==> config.mk <==
export PLATFORM = sky130hd
export DESIGN_NAME = fft_bfp_rescaler
export DESIGN_NICKNAME = d
export VERILOG_FILES = /design/src/rtl/fft_rescale_pkg.sv /design/src/rtl/fft_headroom_detect.sv /design/src/rtl/fft_bfp_rescaler.sv
export SDC_FILE = /design/constraint.sdc
export NUM_CORES = 1
export LEC_CHECK = 0
export ABC_CLOCK_PERIOD_IN_PS = 21400
export CAP_MARGIN = 10
export CORE_ASPECT_RATIO = 1.5
export CORE_MARGIN = 4
export CORE_UTILIZATION = 30
export DETAILED_ROUTE_END_ITERATION = 8
export MAX_ROUTING_LAYER = met4
export PLACE_DENSITY = 0.53
export SLEW_MARGIN = 20
export SYNTH_ARGS = -nofsm -noshare
export SYNTH_HDL_FRONTEND = slang
export SYNTH_SLANG_ARGS = --single-unit
==> constraint.sdc <==
create_clock -name clk_i -period 21.4 [get_ports clk_i]
set_input_delay 3.21 -clock clk_i [delete_from_list [all_inputs] [get_ports clk_i]]
set_output_delay 3.21 -clock clk_i [all_outputs]
set_load 0.1 [all_outputs]
==> src/rtl/fft_rescale_pkg.sv <==
// Shared types for the FFT block-floating-point rescaler: scaling modes, FSM states
// and the headroom-count width helper.
package fft_rescale_pkg;

    typedef enum logic [1:0] {
        BYPASS = 2'd0,
        FIXED  = 2'd1,
        BFP    = 2'd2
    } rescale_mode_e;

    typedef enum logic [1:0] {
        ST_IDLE  = 2'd0,
        ST_RUN   = 2'd1,
        ST_DRAIN = 2'd2
    } rescale_state_e;

    // Headroom ranges 0..data_w-1, so clog2(data_w) bits always suffice.
    function automatic int hr_width(input int data_w);
        return $clog2(data_w);
    endfunction

endpackage

==> src/rtl/fft_headroom_detect.sv <==
// Combinational redundant-sign-bit counter: how many bits directly below the sign
// bit repeat the sign bit.
module fft_headroom_detect
    import fft_rescale_pkg::*;
#(
    parameter  int DATA_W = 16,
    localparam int HR_W   = hr_width(DATA_W)
) (
    input  logic [DATA_W-1:0] data_i,
    output logic [HR_W-1:0]   headroom_o
);

    logic run;

    always_comb begin
        headroom_o = '0;
        run        = 1'b1;
        for (int i = DATA_W - 2; i >= 0; i--) begin
            if (run && (data_i[i] == data_i[DATA_W-1])) begin
                headroom_o = headroom_o + HR_W'(1);
            end else begin
                run = 1'b0;
            end
        end
    end

endmodule

==> src/rtl/fft_bfp_rescaler.sv <==
// Streaming block-floating-point rescaler for the FFT butterfly output stream.
// Build option: define FFT_RESCALE_ROUND_EN for round-half-up shifting (default truncates).
module fft_bfp_rescaler
    import fft_rescale_pkg::*;
#(
    parameter  int DATA_W     = 16,
    parameter  int FRAME_LEN  = 1024,
    parameter  int NUM_PASSES = $clog2(FRAME_LEN),
    parameter  int SCALE_W    = 8,
    parameter  int GUARD_BITS = 2,
    parameter  int MAX_SHIFT  = 2,
    localparam int SH_W       = (MAX_SHIFT > 0) ? $clog2(MAX_SHIFT + 1) : 1,
    localparam int CNT_W      = $clog2(FRAME_LEN),
    localparam int PASS_W     = $clog2(NUM_PASSES + 1),
    localparam int HR_W       = hr_width(DATA_W)
) (
    input  logic               clk_i,
    input  logic               reset_n_i,
    input  logic               fft_start_i,
    input  logic [1:0]         mode_i,
    input  logic               s_valid_i,
    output logic               s_ready_o,
    input  logic [DATA_W-1:0]  s_real_i,
    input  logic [DATA_W-1:0]  s_imag_i,
    output logic               m_valid_o,
    input  logic               m_ready_i,
    output logic [DATA_W-1:0]  m_real_o,
    output logic [DATA_W-1:0]  m_imag_o,
    output logic               m_last_o,
    output logic [SH_W-1:0]    pass_shift_o,
    output logic [SCALE_W-1:0] scale_factor_o,
    output logic               busy_o,
    output logic               done_o
);

    rescale_state_e     state_q;
    rescale_mode_e      mode_q;
    logic [CNT_W-1:0]   cnt_q;
    logic [PASS_W-1:0]  pass_q;
    logic [SH_W-1:0]    shift_q;
    logic [SCALE_W-1:0] scale_q;
    logic [HR_W-1:0]    min_hr_q;
    logic               m_valid_q;
    logic [DATA_W-1:0]  m_real_q;
    logic [DATA_W-1:0]  m_imag_q;
    logic               m_last_q;
    logic               busy_q;
    logic               done_q;

    logic               s_hs;
    logic               m_hs;
    logic               last_in;
    logic               last_pass;
    logic [DATA_W-1:0]  re_sh;
    logic [DATA_W-1:0]  im_sh;
    logic [HR_W-1:0]    hr_re;
    logic [HR_W-1:0]    hr_im;
    logic [HR_W-1:0]    hr_samp;
    logic [HR_W-1:0]    hr_min_d;
    logic [SH_W-1:0]    shift_d;
    logic [SCALE_W-1:0] scale_d;
    logic [SCALE_W:0]   scale_sum;
    rescale_mode_e      start_mode;
    logic [SH_W-1:0]    start_shift;
    int                 need;

    // Sign-extend by one bit so the rounding add cannot wrap before the shift.
    function automatic logic [DATA_W-1:0] rescale(input logic [DATA_W-1:0] x,
                                                  input logic [SH_W-1:0]   sh);
        logic signed [DATA_W:0] ext;
        ext = $signed({x[DATA_W-1], x});
`ifdef FFT_RESCALE_ROUND_EN
        if (sh != '0) begin
            ext = ext + $signed((DATA_W+1)'(1) << (sh - 1'b1));
        end
`endif
        ext = ext >>> sh;
        return ext[DATA_W-1:0];
    endfunction

    // A sample offered in the same cycle as a restart is never accepted, so it is not lost.
    assign s_ready_o = (state_q == ST_RUN) && !fft_start_i && (!m_valid_q || m_ready_i);
    assign s_hs      = s_valid_i && s_ready_o;
    assign m_hs      = m_valid_q && m_ready_i;
    assign last_in   = (cnt_q == CNT_W'(FRAME_LEN - 1));
    assign last_pass = (pass_q == PASS_W'(NUM_PASSES - 1));

    assign re_sh = rescale(s_real_i, shift_q);
    assign im_sh = rescale(s_imag_i, shift_q);

    fft_headroom_detect #(.DATA_W(DATA_W)) u_hr_re (
        .data_i     (re_sh),
        .headroom_o (hr_re)
    );

    fft_headroom_detect #(.DATA_W(DATA_W)) u_hr_im (
        .data_i     (im_sh),
        .headroom_o (hr_im)
    );

    assign hr_samp  = (hr_re < hr_im) ? hr_re : hr_im;
    assign hr_min_d = (hr_samp < min_hr_q) ? hr_samp : min_hr_q;

    always_comb begin
        need    = GUARD_BITS - int'(hr_min_d);
        shift_d = '0;
        if (need < 0) begin
            need = 0;
        end
        if (need > MAX_SHIFT) begin
            need = MAX_SHIFT;
        end
        case (mode_q)
            FIXED:   shift_d = SH_W'(1);
            BFP:     shift_d = SH_W'(need);
            default: shift_d = '0;
        endcase
    end

    assign scale_sum = {1'b0, scale_q} + (SCALE_W+1)'(shift_q);
    assign scale_d   = scale_sum[SCALE_W] ? '1 : scale_sum[SCALE_W-1:0];

    // Reserved mode code 3 runs as bypass.
    always_comb begin
        case (mode_i)
            2'd1:    start_mode = FIXED;
            2'd2:    start_mode = BFP;
            default: start_mode = BYPASS;
        endcase
        start_shift = (start_mode == FIXED) ? SH_W'(1) : '0;
    end

    always_ff @(posedge clk_i or negedge reset_n_i) begin
        if (!reset_n_i) begin
            state_q   <= ST_IDLE;
            mode_q    <= BYPASS;
            cnt_q     <= '0;
            pass_q    <= '0;
            shift_q   <= '0;
            scale_q   <= '0;
            min_hr_q  <= HR_W'(DATA_W - 1);
            m_valid_q <= 1'b0;
            m_real_q  <= '0;
            m_imag_q  <= '0;
            m_last_q  <= 1'b0;
            busy_q    <= 1'b0;
            done_q    <= 1'b0;
        end else begin
            done_q <= 1'b0;
            if (fft_start_i) begin
                state_q   <= ST_RUN;
                mode_q    <= start_mode;
                cnt_q     <= '0;
                pass_q    <= '0;
                shift_q   <= start_shift;
                scale_q   <= '0;
                min_hr_q  <= HR_W'(DATA_W - 1);
                m_valid_q <= 1'b0;
                m_last_q  <= 1'b0;
                busy_q    <= 1'b1;
            end else begin
                case (state_q)
                    ST_RUN: begin
                        if (s_hs) begin
                            m_valid_q <= 1'b1;
                            m_real_q  <= re_sh;
                            m_imag_q  <= im_sh;
                            m_last_q  <= last_in;
                            if (last_in) begin
                                cnt_q    <= '0;
                                min_hr_q <= HR_W'(DATA_W - 1);
                                scale_q  <= scale_d;
                                shift_q  <= shift_d;
                                pass_q   <= pass_q + PASS_W'(1);
                                if (last_pass) begin
                                    state_q <= ST_DRAIN;
                                end
                            end else begin
                                cnt_q    <= cnt_q + CNT_W'(1);
                                min_hr_q <= hr_min_d;
                            end
                        end else if (m_hs) begin
                            m_valid_q <= 1'b0;
                        end
                    end
                    ST_DRAIN: begin
                        if (!m_valid_q || m_ready_i) begin
                            m_valid_q <= 1'b0;
                            done_q    <= 1'b1;
                            busy_q    <= 1'b0;
                            state_q   <= ST_IDLE;
                        end
                    end
                    default: begin
                    end
                endcase
            end
        end
    end

    assign m_valid_o      = m_valid_q;
    assign m_real_o       = m_real_q;
    assign m_imag_o       = m_imag_q;
    assign m_last_o       = m_last_q;
    assign pass_shift_o   = shift_q;
    assign scale_factor_o = scale_q;
    assign busy_o         = busy_q;
    assign done_o         = done_q;

endmodule

==> impl_metrics.tcl <==
set metrics [dict create \
    status "finished, final reports clean" \
    reg2reg_depth 57 \
    worstPathRequired_ns 21.63 \
    insertedDiodeCount 0 \
    worstMarginPinSlew_ns 1.01 \
    antenna_found_initial 0 \
    avgRoutedWirePerCell_um 16.7 \
    synth_cells 833 \
    synth-compound-area-share 0.160 \
    dp_cells 1152 \
    final_core_util 0.365 \
    maxCapViolations 0 \
    grt_use_total 0.157 \
    grt_max_degree 69 \
    synth_edf_count 0 \
    worstSetupEndpointType "flop" \
    root_buffer "clkbuf_16" \
    ys_ff_latch 68 \
    numClockSinks 68 \
    overflow 0 \
    place_area_um2 7900 \
    dp_hpwl_um 14200 \
    finalCriticalPeriod_ns 14.94 \
    ant_nets 0 \
    fin_ws_ns 6.46 \
    io_buffers 85 \
    yosysUniqueCellTypes 86 \
    yosysTopAreaCell "dfrtp_1" \
    fin_area_um2 8190 \
    cp_max_fo 14 \
    clk_pin_slew_ns 0.06 \
    synthArstFlopShare 1.00 \
    skew_ns 0.00834 \
    cts_inserted_buffers 9 \
    final-max-slew-violation-count 0 \
    grt_pass1_vias 6229 \
    syn_area_per_cell_um2 8.28 \
    setup_viol 0 \
    tns_ns 0 \
    ys_top_cells_by_area "dfrtp_1, nand2_1, mux4_2" \
    critPathArrivalTime_ns 15.17 \
    synth_ff_type "dfrtp_1" \
    worstSetupStartpointType "input pin" \
    h-tree-depth 3 \
    critical_path.max_stage_delay_ns 0.69 \
    rows 67 \
    via_per_inst 5.36 \
    r2r_start "pass_shift_o[0]" \
    synth_nets 912 \
    drtPass1Iterations 5 \
    startpoint "s_real_i[13]" \
    critPathMostFrequentCell "ha_1" \
    hold_violations 0 \
    critPathSlowestCell "clkdlybuf4s50_1" \
    routabilityCongestion 0.858 \
    max_freq_ghz 0.0669 \
    hold_path.class "reg -> reg" \
    yosys.area_share.simple 0.262 \
    io_pins 86 \
    synth_mux_area_frac 0.135 \
    cellPowerDensity_nw_per_um2 81.7 \
    stdcell_count 1168 \
    synth_xor_area_frac 0.0724 \
    final_common_cell "nand2_1" \
    vdd_drop_max_v 0.0000578 \
    hold_slack_ns 0.472 \
    wl_um 19500 \
    drcViolationCount 0 \
    post-route-period-util 0.698 \
    synth_top_family_by_area "simple AND/OR/NAND/NOR gates" \
    die_w_um 132 \
    synth_top_area_frac 0.232 \
    yosysWarnings 0 \
    hold_start "m_imag_o[0]" \
    vias 6262 \
    synth-seq-area-share 0.248 \
    die-height_um 194 \
    cts_tree "built" \
    crit_end "pass_shift_o[0]" \
    postCtsHoldBufs 0 \
    total_power_uw 669 \
    r2r_end "pass_shift_o[0]" \
    clk_latency_ns 0.35 \
    drive_above_1_share 0.0998 \
    post_cts_buffers 0 \
    final_net_count 966 \
    p_leak_nw 3.35 \
    cts_buffer_depth 2 \
    synth_area_um2 6890 \
    drtIter0Drc 299 \
    dieArea_um2 25500 \
    postCtsResizedCells 0 \
    coreArea_um2 22500 \
    dp_slack_ns 6.11 \
    grt_pass1_wl_um 32300 \
    area.growth.synth_to_final_pct 18.8 \
    path_class "in -> reg" \
    synth_adder_area_share 0.0737 \
    hold_depth 2 \
    final_cell_mix "nand2_1, clkdlybuf4s50_1, nor2_1, dfrtp_1, ha_1" \
    start_util 0.307 \
    rsz0062_at_grt "false" \
    r2r_slack_ns 8.81 \
    relSlewSlack 0.322 \
]
-- cells in the mapped netlist, types with 9 or more instances --
master,number
nand2_1,160
dfrtp_1,64
nor2_1,63
ha_1,39
a21oi_1,37
xnor2_1,33
o21ai_0,30
inv_1,28
mux4_2,25
clkbuf_1,23
nor3_1,22
mux2i_1,20
nand3_1,20
nor2b_1,17
nand2b_1,15
mux2_2,14
xor2_1,14
buf_2,12
o211ai_1,11
a31oi_1,10
nand4_1,10
nand3b_1,9
-- routing by layer --
metal / track usage / up-vias / share of wire
met4: 0.0381 / 0 / 0.012
met2: 0.265 / 131 / 0.49
met1: 0.200 / 3017 / 0.45
li1: - / 3097 / -
met3: 0.0231 / 17 / 0.042
met5: - / - / 0
-- cell type report --
cell class / instances / area (um2)
Fill cell: 2287 / 14300
Multi-Input combinational cell: 688 / 4850
Sequential cell: 68 / 1710
Timing Repair Buffer: 90 / 881
Tap cell: 276 / 345
Clock buffer: 13 / 250
Inverter: 30 / 113
Clock inverter: 3 / 46.3
-- critical path: cells and delay by family --
kind | cells | cell delay [ns]
xor gates and xnor gates | 2 | 0.54
muxes | 5 | 1.39
AOI/OAI and AO/OA | 16 | 3.82
and+or+nand+nor | 15 | 1.29
adders and majority gates | 14 | 4.00
buffers and inverters | 4 | 0.89
-- worst min-delay path by stage --
stage                   endpoint  slack, ns
CTS                 m_imag_o[12]       0.48
global placement     m_real_o[6]       0.46
floorplan              pass_q[3]       0.45
global route         m_imag_o[3]       0.50
detailed placement   m_imag_o[0]       0.47
finish               m_imag_o[0]       0.47
-- report_power, final --
part	leakage, nW	switching (mW)	internal (mW)	total [mW]
clock	0.140	0.0646	0.0940	0.159
sequential	0.873	0.0153	0.150	0.166
combinational	2.34	0.244	0.101	0.345
-- cell families after synthesis --
kind of cell / count (synthesis)
mux: 60
xor+xnor: 51
flops: 68
compound gates: 163
fa+ha+maj: 40
buf+inv: 77
simple gates: 374
-- registers in the layout, indices dropped and copies added, names as in the netlist, 2 cells and up --
name and flops:
mode_q 2, state_q 2, m_real_o 16, pass_shift_o 2, scale_factor_o 8, m_imag_o 16, pass_q 4, cnt_q 10
min_hr_q 4
Note: power is estimated with default switching activity, not from simulation.
